--- config.mk ---
export PLATFORM = sky130hd
export DESIGN_NAME = mmio_responder
export DESIGN_NICKNAME = d
export VERILOG_FILES = /design/src/rtl/mmio_responder.sv
export SDC_FILE = /design/constraint.sdc
export NUM_CORES = 1
export LEC_CHECK = 0
export CAP_MARGIN = 0
export CORE_UTILIZATION = 60
export CTS_CLUSTER_SIZE = 25
export DETAILED_ROUTE_END_ITERATION = 10
export MAX_ROUTING_LAYER = met4
export PLACE_DENSITY = 0.85
export SLEW_MARGIN = 20
export SYNTH_ARGS = -nofsm -noshare
export SYNTH_HDL_FRONTEND = slang
export SYNTH_SLANG_ARGS = --single-unit
export TNS_END_PERCENT = 50
--- constraint.sdc ---
create_clock -name clk -period 9.2 [get_ports clk]
set_input_delay 1.84 -clock clk [delete_from_list [all_inputs] [get_ports clk]]
set_output_delay 1.84 -clock clk [all_outputs]
set_load 0.02 [all_outputs]
--- src/rtl/mmio_responder.sv ---
// MMIO target beside data BRAM: UART TX/RX FIFOs, cycle counter, retired-instruction counter.
// Build option: define MMIO_OVERFLOW_STATUS_EN for a sticky TX-overflow flag in STATUS bit2.
module mmio_responder #(
  parameter int unsigned FIFO_DEPTH = 8,
  parameter logic [31:0] BASE_ADR   = 32'h8000_0000
) (
  input  logic        clk,
  input  logic        reset,
  input  logic [31:0] mem_adr,
  input  logic [31:0] mem_wdata,
  input  logic [3:0]  wea,
  input  logic        instr_valid,
  output logic [31:0] dout,
  output logic        mmio_hit,
  output logic [7:0]  uart_tx_data,
  output logic        uart_tx_valid,
  input  logic        uart_tx_ready,
  input  logic [7:0]  uart_rx_data,
  input  logic        uart_rx_valid,
  output logic        uart_rx_ready
);

  localparam int unsigned AW = $clog2(FIFO_DEPTH);
  localparam logic [29:0] BASE_W = BASE_ADR[31:2];
  localparam logic [AW:0] PTR_ONE = (AW+1)'(1);

  // Address decode
  logic [29:0] word_off;
  logic        sel_status, sel_rx, sel_tx, sel_cycle, sel_instr, sel_cnt_rst;
  logic        reg_match, is_read;

  // FIFO state
  logic [7:0]  tx_mem [FIFO_DEPTH];
  logic [7:0]  rx_mem [FIFO_DEPTH];
  logic [AW:0] tx_wr_ptr, tx_rd_ptr, rx_wr_ptr, rx_rd_ptr;
  logic        tx_full, tx_empty, rx_full, rx_empty;
  logic        tx_push_req, tx_push, tx_pop, rx_push, rx_pop;
  logic [7:0]  rx_head;

  // Counters and read path
  logic [31:0] cycle_cnt, instr_cnt;
  logic        cnt_rst;
  logic        ovf_bit;
  logic [31:0] status_word, rd_data;

  // Unused address/data bits, gathered so the intent is explicit.
  logic unused_bits;
  assign unused_bits = ^{mem_adr[1:0], mem_wdata[31:8]};

  assign word_off = mem_adr[31:2] - BASE_W;
  assign is_read  = (wea == 4'b0000);

  always_comb begin
    // NOTE: every signal written here gets a default first, so no path can infer a latch.
    sel_status  = 1'b0;
    sel_rx      = 1'b0;
    sel_tx      = 1'b0;
    sel_cycle   = 1'b0;
    sel_instr   = 1'b0;
    sel_cnt_rst = 1'b0;
    case (word_off)
      30'h0:   sel_status  = 1'b1;
      30'h1:   sel_rx      = 1'b1;
      30'h2:   sel_tx      = 1'b1;
      30'h4:   sel_cycle   = 1'b1;
      30'h5:   sel_instr   = 1'b1;
      30'h6:   sel_cnt_rst = 1'b1;
      default: ;
    endcase
  end

  assign reg_match = sel_status | sel_rx | sel_tx | sel_cycle | sel_instr | sel_cnt_rst;

  // Full when pointers differ only in the wrap bit; empty when identical.
  assign tx_empty = (tx_wr_ptr == tx_rd_ptr);
  assign rx_empty = (rx_wr_ptr == rx_rd_ptr);
  assign tx_full  = (tx_wr_ptr[AW] != tx_rd_ptr[AW]) && (tx_wr_ptr[AW-1:0] == tx_rd_ptr[AW-1:0]);
  assign rx_full  = (rx_wr_ptr[AW] != rx_rd_ptr[AW]) && (rx_wr_ptr[AW-1:0] == rx_rd_ptr[AW-1:0]);

  assign uart_tx_valid = ~tx_empty;
  assign uart_rx_ready = ~rx_full;
  assign uart_tx_data  = tx_mem[tx_rd_ptr[AW-1:0]];
  assign rx_head       = rx_mem[rx_rd_ptr[AW-1:0]];

  // A same-cycle pop frees the slot, so a push into a full TX FIFO still lands.
  assign tx_pop      = ~tx_empty & uart_tx_ready;
  assign tx_push_req = sel_tx & wea[0];
  assign tx_push     = tx_push_req & (~tx_full | tx_pop);
  assign rx_push     = uart_rx_valid & ~rx_full;
  assign rx_pop      = sel_rx & is_read & ~rx_empty;
  assign cnt_rst     = sel_cnt_rst & (|wea);

`ifdef MMIO_OVERFLOW_STATUS_EN
  logic tx_ovf;
  logic tx_overflow, ovf_clr;

  assign tx_overflow = tx_push_req & tx_full & ~tx_pop;
  assign ovf_clr     = sel_status & wea[0] & mem_wdata[2];

  always_ff @(posedge clk or posedge reset) begin
    if (reset)            tx_ovf <= 1'b0;
    else if (tx_overflow) tx_ovf <= 1'b1;
    else if (ovf_clr)     tx_ovf <= 1'b0;
  end

  assign ovf_bit = tx_ovf;
`else
  assign ovf_bit = 1'b0;
`endif

  assign status_word = {29'd0, ovf_bit, ~rx_empty, ~tx_full};

  always_comb begin
    rd_data = '0;
    if (sel_status)           rd_data = status_word;
    if (sel_rx && !rx_empty)  rd_data = {24'd0, rx_head};
    if (sel_cycle)            rd_data = cycle_cnt;
    if (sel_instr)            rd_data = instr_cnt;
  end

  // NOTE: FIFO storage has no reset; the pointers alone decide which entries are valid.
  always_ff @(posedge clk) begin
    if (tx_push) tx_mem[tx_wr_ptr[AW-1:0]] <= mem_wdata[7:0];
    if (rx_push) rx_mem[rx_wr_ptr[AW-1:0]] <= uart_rx_data;
  end

  // NOTE: sequential state uses non-blocking assignments so every register samples pre-edge values.
  always_ff @(posedge clk or posedge reset) begin
    if (reset) begin
      tx_wr_ptr <= '0;
      tx_rd_ptr <= '0;
      rx_wr_ptr <= '0;
      rx_rd_ptr <= '0;
    end else begin
      if (tx_push) tx_wr_ptr <= tx_wr_ptr + PTR_ONE;
      if (tx_pop)  tx_rd_ptr <= tx_rd_ptr + PTR_ONE;
      if (rx_push) rx_wr_ptr <= rx_wr_ptr + PTR_ONE;
      if (rx_pop)  rx_rd_ptr <= rx_rd_ptr + PTR_ONE;
    end
  end

  // Counter reset takes priority over the increment of the same cycle.
  always_ff @(posedge clk or posedge reset) begin
    if (reset) begin
      cycle_cnt <= '0;
      instr_cnt <= '0;
    end else if (cnt_rst) begin
      cycle_cnt <= '0;
      instr_cnt <= '0;
    end else begin
      cycle_cnt <= cycle_cnt + 32'd1;
      instr_cnt <= instr_cnt + {31'd0, instr_valid};
    end
  end

  // Registered response: data for a read in cycle N appears in cycle N+1.
  always_ff @(posedge clk or posedge reset) begin
    if (reset) begin
      dout     <= '0;
      mmio_hit <= 1'b0;
    end else begin
      mmio_hit <= is_read & reg_match;
      dout     <= (is_read & reg_match) ? rd_data : '0;
    end
  end

endmodule

==> metrics, run 1 <==
Layout area overhead 19.6%; final WL 22,200 microns; cell area after synthesis 0.0104 sq mm; initial antenna violation count 0; GRT Util Overall 26.8%; Die Y 134 microns; Final Skew 0.00724 ns; CTS Hold Bufs 0; number of DRC violations after detailed-routing iteration 0 507; Setup Crit Path Kind input pin to flip-flop; largest net degree at the start of global routing 87; # setup viols final 0; CTS root buffer clkbuf_16; Worst Tran Pin Value 1.05 ns; # resized after CTS 0; M3 GR Usage 3.54%; complex-gate fraction of the synthesized area 3.07%; Placer Congestion 0.838; fillers 973; Ys Warns 0; PwrDens 193 mW/mm^2; Avg WL per Cell 20.3 microns; sequential area share after synthesis 64.1%; Synth cell types 43; min Tclk post-route 4.65 ns; Critical Path AT 4.88 ns; number of global-route vias before repair 6,794; # nets final 939; Vias 6,586; Skew-Pair Late Insertion Delay 0.51 ns; main combinational cell family by area after synthesis simple AND/OR/NAND/NOR gates; DIE AREA 0.0179 sq mm; Initial Util 62.1%; setup total negative slack 0 ns; CTS H-tree depth 1; clk sink count 241; Max-cap violations 0; M2 GR Usage 45.0%; Rel. slew slack 29.7%; Residual DRC 0; syn avg cell area 13.9 sq um; GRT busiest layer met2; Port-buffer cells 97; post-synthesis xor/xnor area fraction 6.73%; Fin. Hold Viols 0; Die Wd 134 microns; FMAX 0.215 GHz; GR Layer Usage met1 33.5%; CTS tree built; ant diodes 0; Rows 47; first-pass GRT wire length 35,700 microns; clock-pin slew on the worst setup and hold paths 0.06 ns; Setup Fix Bufs, Post-CTS 0; status finished clean; share of layout cells above drive strength 1 13.5%; DP HPWL 14,400 microns; Cell Area, Placed 0.0116 sq mm; Vias/cell 6.05; Overflow after GRT 0; iteration count of the initial detailed-routing pass 5; Min-Delay Path Class flip-flop to flip-flop; adder-cell area share of the yosys netlist 0.842%; core area 0.0168 sq mm; maximum root-to-sink buffer count 3; RSZ-0062 raised after global routing false; crit path launch type input pin; Simple-Gate Fraction of Synth Area 14.1%; worst IR drop on VDD 0.224 mV; fin. max-slew vios 0; Yosys reg bits 241; Crit. End Element flip-flop; Synth Net Count 839; Gate Count Post-Synth 751; Leak 4.57 nW; Final Instance Area 0.0124 sq mm; antenna viol nets, final 0; Final Cycle Share 50.6%; total CTS buffers 24; fraction of synthesized area in multiplexers 9.01%; io pins 124; CP max FO 11; WP data required 9.43 ns
area by class of cell:
type	instances	area, sq um	share of cell area (%)
clock inverters	3	40.0	0.322
inverters	18	70.1	0.563
repair buffers	110	1070	8.62
well taps	220	275	2.21
clock buffers	41	766	6.16
flip-flops and latches	241	6670	53.6
multi-input cells	456	3540	28.5
kinds of logic after synthesis:
family / Yosys count
simple gates: 276
flops: 241
xor+xnor: 80
buf+inv: 54
mux: 52
compound gates: 41
fa+ha+maj: 7
final timing paths:
kind	from	end	cells past startpoint	slack, ns
worst max-delay path	mem_adr[23]	tx_mem[3][6]	7	4.55
worst min-delay path	tx_wr_ptr[3]	tx_wr_ptr[3]	1	0.50
worst max register to register	rx_rd_ptr[1]	rx_mem[2][1]	5	6.27
worst min register to register	tx_wr_ptr[3]	tx_wr_ptr[3]	1	0.50
max in group asynchronous	reset	tx_rd_ptr[0]	3	6.49
min in group asynchronous	reset	cycle_cnt[11]	2	1.66
where the power goes:
part	total, mW	internal (mW)	switching (mW)
Sequential	1.25	1.21	0.0476
Clock	0.977	0.590	0.387
Combinational	0.175	0.0759	0.0991
Total	2.41	1.87	0.533
stage by stage:
stage | utilization, % | worst slack [ns] | cells | power (mW) | hold slack [ns]
after floorplan | - | 4.37 | 751 | 1.36 | 0.464
after global placement | 69.3 | 4.23 | 1045 | 1.42 | 0.480
after detailed placement | 69.4 | 4.03 | 1045 | 1.45 | 0.488
after CTS | 74.2 | 4.56 | 1089 | 2.41 | 0.499
after global routing | 74.2 | 4.41 | 1089 | 2.48 | 0.518
final | 74.2 | 4.55 | 1089 | 2.41 | 0.501
Yosys cell counts, drive strengths merged:
master / instances / area, sq um
o21ai: 3 / 15.0
or3: 2 / 12.5
inv: 18 / 67.6
or4: 2 / 15.0
nor2b: 3 / 18.8
edfxtp: 128 / 3840
buf: 8 / 47.5
o21a: 5 / 37.5
nor4b: 3 / 41.3
and4: 10 / 87.6
nand3: 34 / 170
nand2: 24 / 90.1
xor2: 26 / 228
and3: 6 / 37.5
clkbuf: 28 / 106
nor3: 23 / 115
o32a: 1 / 10.0
a22oi: 24 / 180
nor2: 114 / 428
nor4: 27 / 260
o221a: 5 / 56.3
xnor2: 54 / 473
dfrtp: 113 / 2830
or2: 2 / 12.5
a21oi: 2 / 10.0
mux2: 13 / 146
ha: 7 / 87.6
mux2i: 7 / 70.1
and2: 3 / 18.8
nand4: 20 / 138
mux4: 32 / 721
nand4b: 1 / 8.76
a41o: 1 / 10.0
nand2b: 2 / 12.5
cell usage in the layout (no fill, tap or decap), types with 8 or more instances in the layout:
cell             synthesis  routed
edfxtp_1               128     128
nand3_1                 34      33
nor3_1                  23      22
mux2_2                  12      12
mux4_2                  32      32
inv_1                   18      17
nor2_1                 114     114
dfrtp_1                113     112
a22oi_1                 24      24
nor4_1                  18      17
xor2_1                  26      26
clkbuf_8                 0       8
xnor2_1                 54      54
clkdlybuf4s50_1          0      97
clkbuf_1                27       8
and4_1                  10      10
buf_4                    1      12
clkbuf_16                0      25
nand2_1                 24      24
nand4_1                 18      18
per-layer routing:
metal  share of wire [%]  wire, microns
met1                  40           8770
met2                  52          11500
met3                 5.6           1230
met4                 2.9            653
met5                   0              0
state kept, by name, summed over array words and instances, names as in the netlist:
signal,cells
instr_cnt,32
tx_rd_ptr,4
rx_mem,64
mmio_hit,1
tx_mem,64
cycle_cnt,32
dout,32
rx_rd_ptr,4
tx_wr_ptr,4
rx_wr_ptr,4
critical path, stage by stage:
cell and delay, ns:
clkdlybuf4s50_1 0.41, nor4b_1 0.34, nand4_1 0.56, nor3_1 0.51
nand3_1 0.32, nor3_1 0.63, buf_4 0.27
No activity file was read; power rests on OpenSTA's default activity.
==> run 2, diff against run 1 <==
--- a/config.mk
+++ b/config.mk
@@ -6,11 +6,11 @@
 export NUM_CORES = 1
 export LEC_CHECK = 0
 export CAP_MARGIN = 0
-export CORE_UTILIZATION = 60
+export CORE_UTILIZATION = 56
 export CTS_CLUSTER_SIZE = 25
 export DETAILED_ROUTE_END_ITERATION = 10
 export MAX_ROUTING_LAYER = met4
-export PLACE_DENSITY = 0.85
+export PLACE_DENSITY = 0.8
 export SLEW_MARGIN = 20
 export SYNTH_ARGS = -nofsm -noshare
 export SYNTH_HDL_FRONTEND = slang
==> constraint.sdc (replaced) <==
create_clock -name clk -period 4.4 [get_ports clk]
set_input_delay 0.88 -clock clk [delete_from_list [all_inputs] [get_ports clk]]
set_output_delay 0.88 -clock clk [all_outputs]
set_load 0.02 [all_outputs]
==> metrics, run 2 (synthesis gave the netlist of run 1 again) <==
ant diodes 0 (unchanged); largest net degree at the start of global routing 67 (-23%); RSZ-0062 raised after global routing false; WP data required 3.52 ns (-5.91 ns); Worst Tran Pin Value 1.04 ns (-0.0106 ns); most frequent cells in the layout edfxtp_1, nor2_1, dfrtp_1, clkdlybuf4s50_1, xnor2_1; crit path launch type flip-flop; Port-buffer cells 97 (unchanged); Layout area overhead 19.7%; first-pass GRT wire length 34,900 microns (-2.4%); PwrDens 398 mW/mm^2 (+110%); maximum root-to-sink buffer count 3 (unchanged); Max-cap violations 0 (unchanged); Final Skew 0.0131 ns (+0.00586 ns); Initial Util 57.5% (-4.6 points); Crit. End Element primary output; DIE AREA 0.0191 sq mm (+7.0%); io pins 124 (unchanged); worst IR drop on VDD 0.464 mV (+110%); GRT Util Overall 24.1% (-2.7 points); core area 0.0181 sq mm (+7.9%); slack of the critical path 0.852 ns (-3.69 ns); DP HPWL 14,200 microns (-1.4%); Final Instance Area 0.0125 sq mm (+0.16%); number of DRC violations after detailed-routing iteration 0 490 (-3.4%); FF-to-FF End rx_mem[2][2]; # resized after CTS 0 (unchanged); Die Y 138 microns (+3.5%); Leak 4.58 nW (+0.20%); worst hold start tx_wr_ptr[3]; pre-CTS setup slack 0.919 ns (-3.11 ns); FMAX 0.282 GHz; Final Cycle Share 80.6%; Overflow after GRT 0 (unchanged); CTS H-tree depth 1 (unchanged); Setup Fix Bufs, Post-CTS 0 (unchanged); final WL 21,400 microns (-3.5%); DR top layer met4; Setup Crit Path Kind flip-flop to primary output; antenna viol nets, final 0 (unchanged); Vias/cell 5.85 (-3.3%); Rel. slew slack 30.4% (+0.68 points); CP max FO 20 (+9); share of layout cells above drive strength 1 13.9% (+0.48 points); clock-pin slew on the worst setup and hold paths 0.06 ns (about the same); CTS tree built; min Tclk post-route 3.55 ns; Residual DRC 10 (+10); fin. max-slew vios 0 (unchanged); Min-Delay Path Class flip-flop to flip-flop; CTS Hold Bufs 0 (unchanged); CTS root buffer clkbuf_16; Fin. Hold Viols 0 (unchanged); Critical Path AT 2.67 ns (-2.21 ns); metal2 WL 11,000 microns (-4.3%); Placer Congestion 0.858 (+2.4%); R2R setup slack 1.63 ns (-4.64 ns); r2r startpoint rx_rd_ptr[1]; # nets final 945 (+0.64%); Vias 6,455 (-2.0%); Cell Area, Placed 0.0117 sq mm (+0.42%); iteration count of the initial detailed-routing pass 8 (+3); met1 wire length 8800 microns (+0.33%); # setup viols final 0 (unchanged); clk sink count 241 (unchanged); CP startpoint tx_rd_ptr[1]; Skew-Pair Late Insertion Delay 0.52 ns (about the same); Avg WL per Cell 19.4 microns (-4.8%); number of global-route vias before repair 6,596 (-2.9%); total CTS buffers 24 (unchanged); status finished with violations; failing checks DRC; initial antenna violation count 0 (unchanged); WL met3 1050 microns (-14%); setup total negative slack 0 ns (unchanged); most common cell after layout, fill and taps aside edfxtp_1; Die Wd 138 microns (+3.5%); Hold EP tx_wr_ptr[3]; worst r2r path cells 5 (unchanged); Rows 49 (+4.3%); WHS Path Cells 1 (unchanged)
[run 2: changes by cell type in the layout (fill, tap and decap cells not counted), sizes merged]
cell,previous run,this run
buf,13,19
bufinv,1,0
clkbuf,41,40
clkinv,2,4
[run 2: worst max-delay path by stage]
stage                                 end  slack, ns
final                     uart_tx_data[6]       0.85
after detailed placement     tx_mem[5][2]       0.92
after global routing      uart_tx_data[0]       0.75
after floorplan              cycle_cnt[0]       0.53
after CTS                 uart_tx_data[6]       0.82
after global placement       tx_mem[1][4]       1.02
[run 2: through the flow]
step / instances / util [%] / hold slack, ns / power [mW]
after floorplan: 751 / - / 0.464 / 2.85
after global placement: 1060 / 64.5 / 0.483 / 2.98
after detailed placement: 1060 / 64.5 / 0.483 / 3.01
after CTS: 1104 / 68.9 / 0.493 / 4.99
after global routing: 1104 / 68.9 / 0.500 / 5.12
final: 1104 / 68.9 / 0.490 / 4.96
[run 2: power by group]
part / internal [mW] / switching [mW] / total, mW
registers: 2.52 / 0.0956 / 2.62
clock network: 1.17 / 0.810 / 1.98
logic: 0.160 / 0.200 / 0.360
total: 3.85 / 1.11 / 4.96
[run 2: area by class of cell]
class	count	area (sq um)
Tap cell	229	287
Clock buffer	40	754
Sequential cell	241	6670
Fill cell	1202	5630
Inverter	18	70.1
Timing Repair Buffer	116	1110
Multi-Input combinational cell	456	3530
Clock inverter	4	31.3
[run 2: critical path, stage by stage, from the launching register on]
cell and delay [ns]:
dfrtp_1 0.90, mux4_2 0.41, mux2_2 0.29, clkdlybuf4s50_1 0.54
[run 2: routing by layer]
layer	up-vias	GRT usage (%)
met3	41	3.46
met5	-	-
met4	0	6.80
met1	3246	30.9
met2	179	40.5
li1	2989	-
==> run 3, diff against run 2 <==
--- a/config.mk
+++ b/config.mk
@@ -6,11 +6,11 @@
 export NUM_CORES = 1
 export LEC_CHECK = 0
 export CAP_MARGIN = 0
-export CORE_UTILIZATION = 56
+export CORE_UTILIZATION = 50
 export CTS_CLUSTER_SIZE = 25
 export DETAILED_ROUTE_END_ITERATION = 10
 export MAX_ROUTING_LAYER = met4
-export PLACE_DENSITY = 0.8
+export PLACE_DENSITY = 0.76
 export SLEW_MARGIN = 20
 export SYNTH_ARGS = -nofsm -noshare
 export SYNTH_HDL_FRONTEND = slang
==> constraint.sdc (replaced) <==
create_clock -name clk -period 3.1 [get_ports clk]
set_input_delay 0.62 -clock clk [delete_from_list [all_inputs] [get_ports clk]]
set_output_delay 0.62 -clock clk [all_outputs]
set_load 0.02 [all_outputs]
==> metrics, run 3 (synthesis gave the netlist of run 1 again) <==
status finished clean; Min-Delay Path Class flip-flop to flip-flop; Layout area overhead 22.8%; most frequent cells in the layout edfxtp_1, nor2_1, dfrtp_1, clkdlybuf4s50_1, xnor2_1; largest net degree at the start of global routing 65 (-3.0%); cell-internal power 5.61 mW (+46%); clk sink count 241 (unchanged); FF-to-FF End cycle_cnt[26]; Max-cap violations 0 (unchanged); clock power share 41.1% (+1.1 points); GRT Util Overall 20.7% (-3.4 points); CP max FO 16 (-20%); Skew-Pair Late Insertion Delay 0.51 ns (about the same); initial antenna violation count 0 (unchanged); worst path bufs/invs 2 (+1); Final Cycle Share 93.4%; Final Skew 0.0112 ns (-0.00190 ns); Vias/cell 5.52 (-5.5%); Die Wd 146 microns (+5.7%); total CTS buffers 24 (unchanged); Residual DRC 0 (-10); worst hold start tx_rd_ptr[3]; Initial Util 51.3% (-6.3 points); Die Y 146 microns (+5.7%); final WL 20,900 microns (-2.4%); Switch Pwr 1.58 mW (+43%); Vias 6,447 (-0.12%); cell family with most CP delay multiplexers; most common cell after layout, fill and taps aside edfxtp_1; core area 0.0203 sq mm (+12%); Avg WL per Cell 17.9 microns (-7.7%); WHS Path Cells 1 (unchanged); first-pass GRT wire length 33,700 microns (-3.4%); # setup viols final 0 (unchanged); r2r startpoint cycle_cnt[7]; antenna viol nets, final 0 (unchanged); io pins 124 (unchanged); Overflow after GRT 0 (unchanged); DP HPWL 13,700 microns (-3.4%); worst r2r path cells 5 (unchanged); ant diodes 0 (unchanged); R2R setup slack 0.72 ns (-0.91 ns); Crit. End Element primary output; Worst Tran Pin Value 0.789 ns (-0.251 ns); setup total negative slack 0 ns (unchanged); Placer Congestion 0.834 (-2.8%); Setup Crit Path Kind flip-flop to primary output; RSZ-0062 raised after global routing false; part of the power in registers 51.6% (-1.2 points); WP data required 2.48 ns (-1.04 ns); CTS tree built; iteration count of the initial detailed-routing pass 5 (-3); crit path launch type flip-flop; FMAX 0.345 GHz; Fin. Hold Viols 0 (unchanged); fin. max-slew vios 0 (unchanged); fin cells 1,167 (+5.7%); Port-buffer cells 97 (unchanged); Cell Chain, Critical Path buf_12 > mux4_2 > mux2_2 > dlygate4sd2_1; CP max-delay cell mux4_2; Hold EP tx_rd_ptr[3]; Leak 4.72 nW (+3.2%); Rows 52 (+6.1%); Critical Path AT 2.28 ns (-0.39 ns); PwrDens 563 mW/mm^2 (+42%); CTS Hold Bufs 0 (unchanged); number of global-route vias before repair 6,442 (-2.3%); clock-pin slew on the worst setup and hold paths 0.06 ns (about the same); Max stage delay on crit path 0.51 ns (-0.39 ns); Setup Fix Bufs, Post-CTS 0 (unchanged); CTS root buffer clkbuf_16; CTS H-tree depth 1 (unchanged); sw frac 22.0% (-0.31 points); Rel. slew slack 47.4% (+17 points); maximum root-to-sink buffer count 3 (unchanged); DIE AREA 0.0214 sq mm (+12%); combinational share of power 7.4% (about the same); number of DRC violations after detailed-routing iteration 0 489 (-0.20%); placed cell count 1,123 (+5.9%); min Tclk post-route 2.90 ns; # nets final 967 (+2.3%); worst IR drop on VDD 0.569 mV (+23%); share of layout cells above drive strength 1 16.5% (+2.6 points)
## run 3: worst register-to-register path: cells and delay by family (launching register included)
| kind | cells | cell delay (ns) |
|---|---|---|
| xor+xnor | 1 | 0.16 |
| flops | 1 | 0.48 |
| simple gates | 4 | 1.62 |
## run 3: routing by layer
| metal | global-route usage (%) | share of wire, % |
|---|---|---|
| met4 | 4.27 | 1.2 |
| met3 | 2.91 | 5.2 |
| met1 | 28.1 | 45 |
| met2 | 33.6 | 49 |
| met5 | - | 0 |
## run 3: area by class of cell
type / count / area (sq um)
repair buffers: 138 / 1330
fillers: 1575 / 7530
well taps: 270 / 338
clock inverters: 10 / 110
clock buffers: 34 / 719
flip-flops and latches: 241 / 6670
multi-input cells: 456 / 3530
inverters: 18 / 71.3
## run 3: metrics by stage
stage	utilization (%)	worst slack, ns	power [mW]	hold slack [ns]	area, sq um
6_report	62.9	0.203	7.19	0.496	12800
5_1_grt	62.9	0.134	7.45	0.506	12800
4_1_cts	62.9	0.169	7.26	0.496	12800
3_5_place_dp	58.9	0.0174	4.31	0.485	12000
3_3_place_gp	58.9	0.0953	4.28	0.481	12000
2_1_floorplan	-	0.339	4.04	0.464	10400
## run 3: worst max path at each step
stage / cells past startpoint / start / end
floorplan: 5 / mem_adr[20] / tx_mem[0][0]
global route: 4 / tx_rd_ptr[0] / uart_tx_data[1]
CTS: 4 / tx_rd_ptr[0] / uart_tx_data[3]
detailed placement: 7 / mem_adr[20] / tx_mem[6][2]
finish: 4 / tx_rd_ptr[0] / uart_tx_data[3]
global placement: 7 / mem_adr[20] / tx_mem[0][2]
## run 3: what timing repair did
action                                 in CTS  in global routing
setup endpoints to repair                   8                  0
endpoints found under the hold margin       0                  0
gates resized for setup                     9                  0
## run 3: power by group through the flow
stage / Clock [mW] / Sequential, mW / Combinational [mW]
finish: 2.95 / 3.71 / 0.531
floorplan: 0 / 3.72 / 0.316
CTS: 3.01 / 3.71 / 0.539
detailed placement: 0 / 3.77 / 0.533
global placement: 0 / 3.76 / 0.519
global route: 3.14 / 3.73 / 0.588
==> RTL change 1: new RTL, settings of run 2 <==
`dout` no longer has a reset.
--- a/src/rtl/mmio_responder.sv
+++ b/src/rtl/mmio_responder.sv
@@ -158,3 +158,2 @@
     if (reset) begin
-      dout     <= '0;
       mmio_hit <= 1'b0;
@@ -162,4 +161,7 @@
       mmio_hit <= is_read & reg_match;
-      dout     <= (is_read & reg_match) ? rd_data : '0;
     end
+  end
+
+  always_ff @(posedge clk) begin
+    dout <= (is_read & reg_match) ? rd_data : '0;
   end
Check against the original RTL: not equivalent (a bounded check fails within 4 cycles, from zero or initial values and one cycle with reset high).
==> RTL change 1 against run 2 <==
Combinational power is 12% higher. Final area is 2.2% lower. Sequential cell count stayed put. Synthesized cell count is 2.1% lower. Wire length is 0.72% lower. Power is 3.7% higher. Setup slack worse by 0.40 ns. Synthesized area is 2.7% lower. Count of clock-buffer cells in the layout is 5 lower. Largest power group unchanged. Highest routed layer unchanged.
==> RTL change 1: results (changes against run 2) <==
metric;value;unit;change
Post-DRT Antenna Nets;0;;unchanged
FFs w/ async S/R, synth;33.61;%;-13 points
GPL Wtd Cong;0.8501;;-0.87%
top post-synthesis cells by area;edfxtp_1, dfrtp_1, mux4_2;;
port bufs;97;;unchanged
syn avg cell area;13.77;um2;-0.61%
H-tree Lvls;1;;unchanged
clock latency on the worst-skew pair;0.53;ns;
XOR/XNOR Fraction of Synth Area;6.491;%;-0.24 points
FF-to-FF Start;rx_rd_ptr[1];;
Final #Nets;927;;-1.9%
first-pass GRT wire length;33640;um;-3.6%
DP HPWL;13980;um;-1.3%
metal3 WL;1202;um;+14%
sequential fraction of the synthesis area;64.34;%;+0.22 points
synth unique cells;47;;+9.3%
vias;6358;;-1.5%
worst setup path startpoint;tx_rd_ptr[0];;
initial antenna violation count;0;;unchanged
top cells by count, synth;edfxtp_1, nor2_1, dfrtp_1, xor2_1;;
final WL;21230;um;-0.72%
Synth Area in Compound Gates;3.499;%;+0.43 points
slew at the pin closest to its max-slew limit;1.028;ns;-0.01179 ns
drt first pass iters;5;;-3
Post-Route M1 WL;8676;um;-1.4%
DR WL met2;10850;um;-1.5%
vias per cell;5.871;;+0.41%
Worst Path Max Fanout;13;;-35%
Clock Path Buffers;3;;unchanged
status;finished clean;;
Placed Cells;1037;;-2.2%
hold wc startpoint;tx_wr_ptr[3];;
Top Layer Used;met4;;
fraction of layout cells with a size suffix above 1;13.05;%;-0.89 points
Worst EP arrival;3.07;ns;+0.40 ns
Synth warnings;0;;unchanged
Tightest Hold Check Type;reg2reg;;
Root Buffer;clkbuf_16;;
number of global-route vias before repair;6522;;-1.1%
mux cell area share after synthesis;9.730;%;+0.72 points
Hold-fix buffers, CTS;0;;unchanged
cell leakage power;4.444;nW;-2.9%
Initial DRC Count;414;;-16%
Final Skew;0.02588;ns;+0.01278 ns
Post-synth EDFFs;128;;unchanged
largest net degree at the start of global routing;65;;-3.0%
area share of fa/ha/maj cells after synthesis;0.8655;%;+0.024 points
Resized cells post-CTS;0;;unchanged
CTS Buf Count;25;;+4.2%
Tot GR Track Use;24.42;%;+0.30 points
worst vdd ir;0.3775;mV;-19%
synthesized net count;823;;-1.9%
[RTL change 1: cell types whose count changed after synthesis, moves of 8 or more]
| cell | run 2 | this run |
|---|---|---|
| nor2_1 | 114 | 102 |
| and3_1 | 6 | 14 |
| dfxtp_1 | 0 | 32 |
| xor2_1 | 26 | 42 |
| nor3_1 | 23 | 15 |
| buf_2 | 5 | 13 |
| xnor2_1 | 54 | 33 |
| clkbuf_1 | 27 | 15 |
| nor4_1 | 18 | 10 |
| dfrtp_1 | 113 | 81 |
[RTL change 1: cells by family (layout without fill, tap and decap cells)]
logic type | Yosys count | in the layout
simple gates | 257 | 257
flops | 241 | 241
mux | 56 | 56
buf+inv | 50 | 173
xor+xnor | 75 | 75
compound gates | 49 | 49
fa+ha+maj | 7 | 7
[RTL change 1: per-stage QoR]
step           hold WS [ns]  utilization (%)  cell area (um2)  worst slack [ns]
3_3_place_gp         0.4786            64.96            11350            0.8252
2_1_floorplan        0.4619                -            10120            0.9787
5_1_grt              0.5146            69.73            12190            0.2770
3_5_place_dp         0.4905            64.96            11350            0.7518
4_1_cts              0.5009            69.72            12180            0.3754
6_report             0.5016            69.73            12190            0.4473
[RTL change 1: worst paths after layout]
kind	end	slack (ns)	cells after the start
min in group asynchronous	instr_cnt[6]	0.82	2
hold / removal	tx_wr_ptr[3]	0.50	1
max in group asynchronous	instr_cnt[25]	2.59	3
setup / recovery	uart_tx_data[1]	0.45	4
setup reg to reg	rx_mem[6][6]	1.43	5
hold reg to reg	tx_wr_ptr[3]	0.50	1
[RTL change 1: per-layer routing]
layer	global-route usage [%]	vias up
li1	-	2931
met5	-	-
met4	6.852	0
met2	40.21	225
met1	31.47	3155
met3	3.915	47
[RTL change 1: final cells by class]
class,count,area [um2]
clock buffers,35,693.2
clock inverters,11,137.6
fillers,1144,5290
inverters,14,53.80
multi-input cells,444,3406
flip-flops and latches,241,6511
well taps,225,281.5
repair buffers,113,1104
[RTL change 1: worst max-delay path, cell delays in order, from the launching register on]
cell and delay [ns]:
dfrtp_1 0.86, buf_4 0.33, mux4_2 0.52, mux2_2 0.28, clkdlybuf4s50_1 0.55
[RTL change 1: report_power, final]
group | internal [W] | switching (W)
clock | 0.00128 | 0.000844
combinational | 0.000177 | 0.000228
sequential | 0.00252 | 0.0000919
total | 0.00398 | 0.00116
==> RTL change 2: new RTL, flow settings as in run 2 <==
Without the edit above. `FIFO_DEPTH`: 8 -> 4.
--- a/src/rtl/mmio_responder.sv
+++ b/src/rtl/mmio_responder.sv
@@ -3,3 +3,3 @@
 module mmio_responder #(
-  parameter int unsigned FIFO_DEPTH = 8,
+  parameter int unsigned FIFO_DEPTH = 4,
   parameter logic [31:0] BASE_ADR   = 32'h8000_0000
Formal check against the unedited RTL: not equivalent (a bounded check fails within 10 cycles, from zero or initial values and one cycle with reset high).
==> RTL change 2 against run 2 <==
Utilization grew 1.1 points. Hold slack is essentially flat. Sequential share of layout area shrank 5.7 points. Synthesized area shrank 23%. Clock power shrank 22%. Combinational power grew 82%. Wire length shrank 16%. Synthesized cell count shrank 8.9%. Setup slack gained 0.18 ns. Final area shrank 22%. Sequential cell count shrank 68. Power shrank 16%. Largest cell class unchanged.
==> RTL change 2: results (changes against run 2) <==
metric;value;unit;change
status;finished clean;;
Post-Route M1 WL;7376;um;-16%
r2r setup slk;1.75;ns;+0.12 ns
worst vdd ir;0.2946;mV;-36%
worst r2r dst;cycle_cnt[29];;
H-tree Lvls;4;;+3
final WL;17970;um;-16%
top post-synthesis cells by area;dfrtp_1, edfxtp_1, mux4_2;;
XOR/XNOR Fraction of Synth Area;4.400;%;-2.3 points
mux cell area share after synthesis;4.950;%;-4.1 points
Final Skew;0.009548;ns;-0.003551 ns
Endpoint, Worst Hold;tx_rd_ptr[2];;
cell leakage power;3.607;nW;-21%
synthesized net count;778;;-7.3%
Initial DRC Count;666;;+36%
fraction of layout cells with a size suffix above 1;8.929;%;-5.0 points
switching part of the total power;26.89;%;+4.6 points
metal3 WL;927;um;-12%
FF-to-FF path depth;4;;-1
worst setup path startpoint;tx_rd_ptr[0];;
area post-placement;0.009095;mm2;-22%
DR WL met2;9409;um;-15%
M2 GR Usage;44.96;%;+4.5 points
routing usage on met1;34.14;%;+3.3 points
vias per cell;6.129;;+4.8%
synth unique cells;47;;+9.3%
Post-synth EDFFs;64;;-50%
Final #Nets;865;;-8.5%
slew at the pin closest to its max-slew limit;0.9595;ns;-0.08061 ns
number of global-route vias before repair;5961;;-9.6%
RTL change 2: changes by cell type after synthesis, moves of 16 or more:
cell,change
nor3_1,-16
mux4_2,-16
xnor2_1,-37
nor2_1,-85
or4_1,+22
o31ai_1,+20
a22oi_1,-24
nand2_1,+48
a21oi_1,+69
edfxtp_1,-64
RTL change 2: layout make-up:
cell class	count	area, um2	area share [%]
flip-flops and latches	173	4649	47.89
repair buffers	106	1051	10.83
multi-input cells	458	3110	32.04
well taps	180	225.2	2.320
clock inverters	15	187.7	1.933
clock buffers	17	425.4	4.382
inverters	15	58.81	0.6057
RTL change 2: per-stage QoR:
stage / hold slack, ns / power [W] / utilization [%] / cells
3_5_place_dp: 0.4829 / 0.002614 / 65.52 / 932
3_3_place_gp: 0.4754 / 0.002592 / 65.52 / 932
4_1_cts: 0.4934 / 0.004157 / 69.94 / 964
5_1_grt: 0.5157 / 0.004312 / 69.94 / 964
2_1_floorplan: 0.4617 / 0.002363 / - / 684
6_report: 0.4900 / 0.004140 / 69.94 / 964
RTL change 2: worst max path at each step:
| stage | slack [ns] | depth (start not counted) | end |
|---|---|---|---|
| floorplan | 0.65 | 1 | cycle_cnt[0] |
| global placement | 0.83 | 5 | tx_mem[0][7] |
| detailed placement | 0.71 | 5 | tx_mem[1][1] |
| CTS | 1.00 | 3 | uart_tx_valid |
| global route | 0.93 | 3 | uart_tx_valid |
| finish | 1.03 | 3 | uart_tx_valid |
RTL change 2: cells by family after synthesis:
group                    Yosys count
multiplexers                      19
buffers and inverters             53
XOR/XNOR                          40
AO/OA/AOI/OAI                    122
adder cells (fa/ha/maj)           13
AND/OR/NAND/NOR                  264
flip-flops                       173
RTL change 2: critical path: stages, from the launching register on:
cell and delay, ns:
dfrtp_1 0.78, xor2_1 0.19, or3b_2 0.50, clkdlybuf4s50_1 0.57
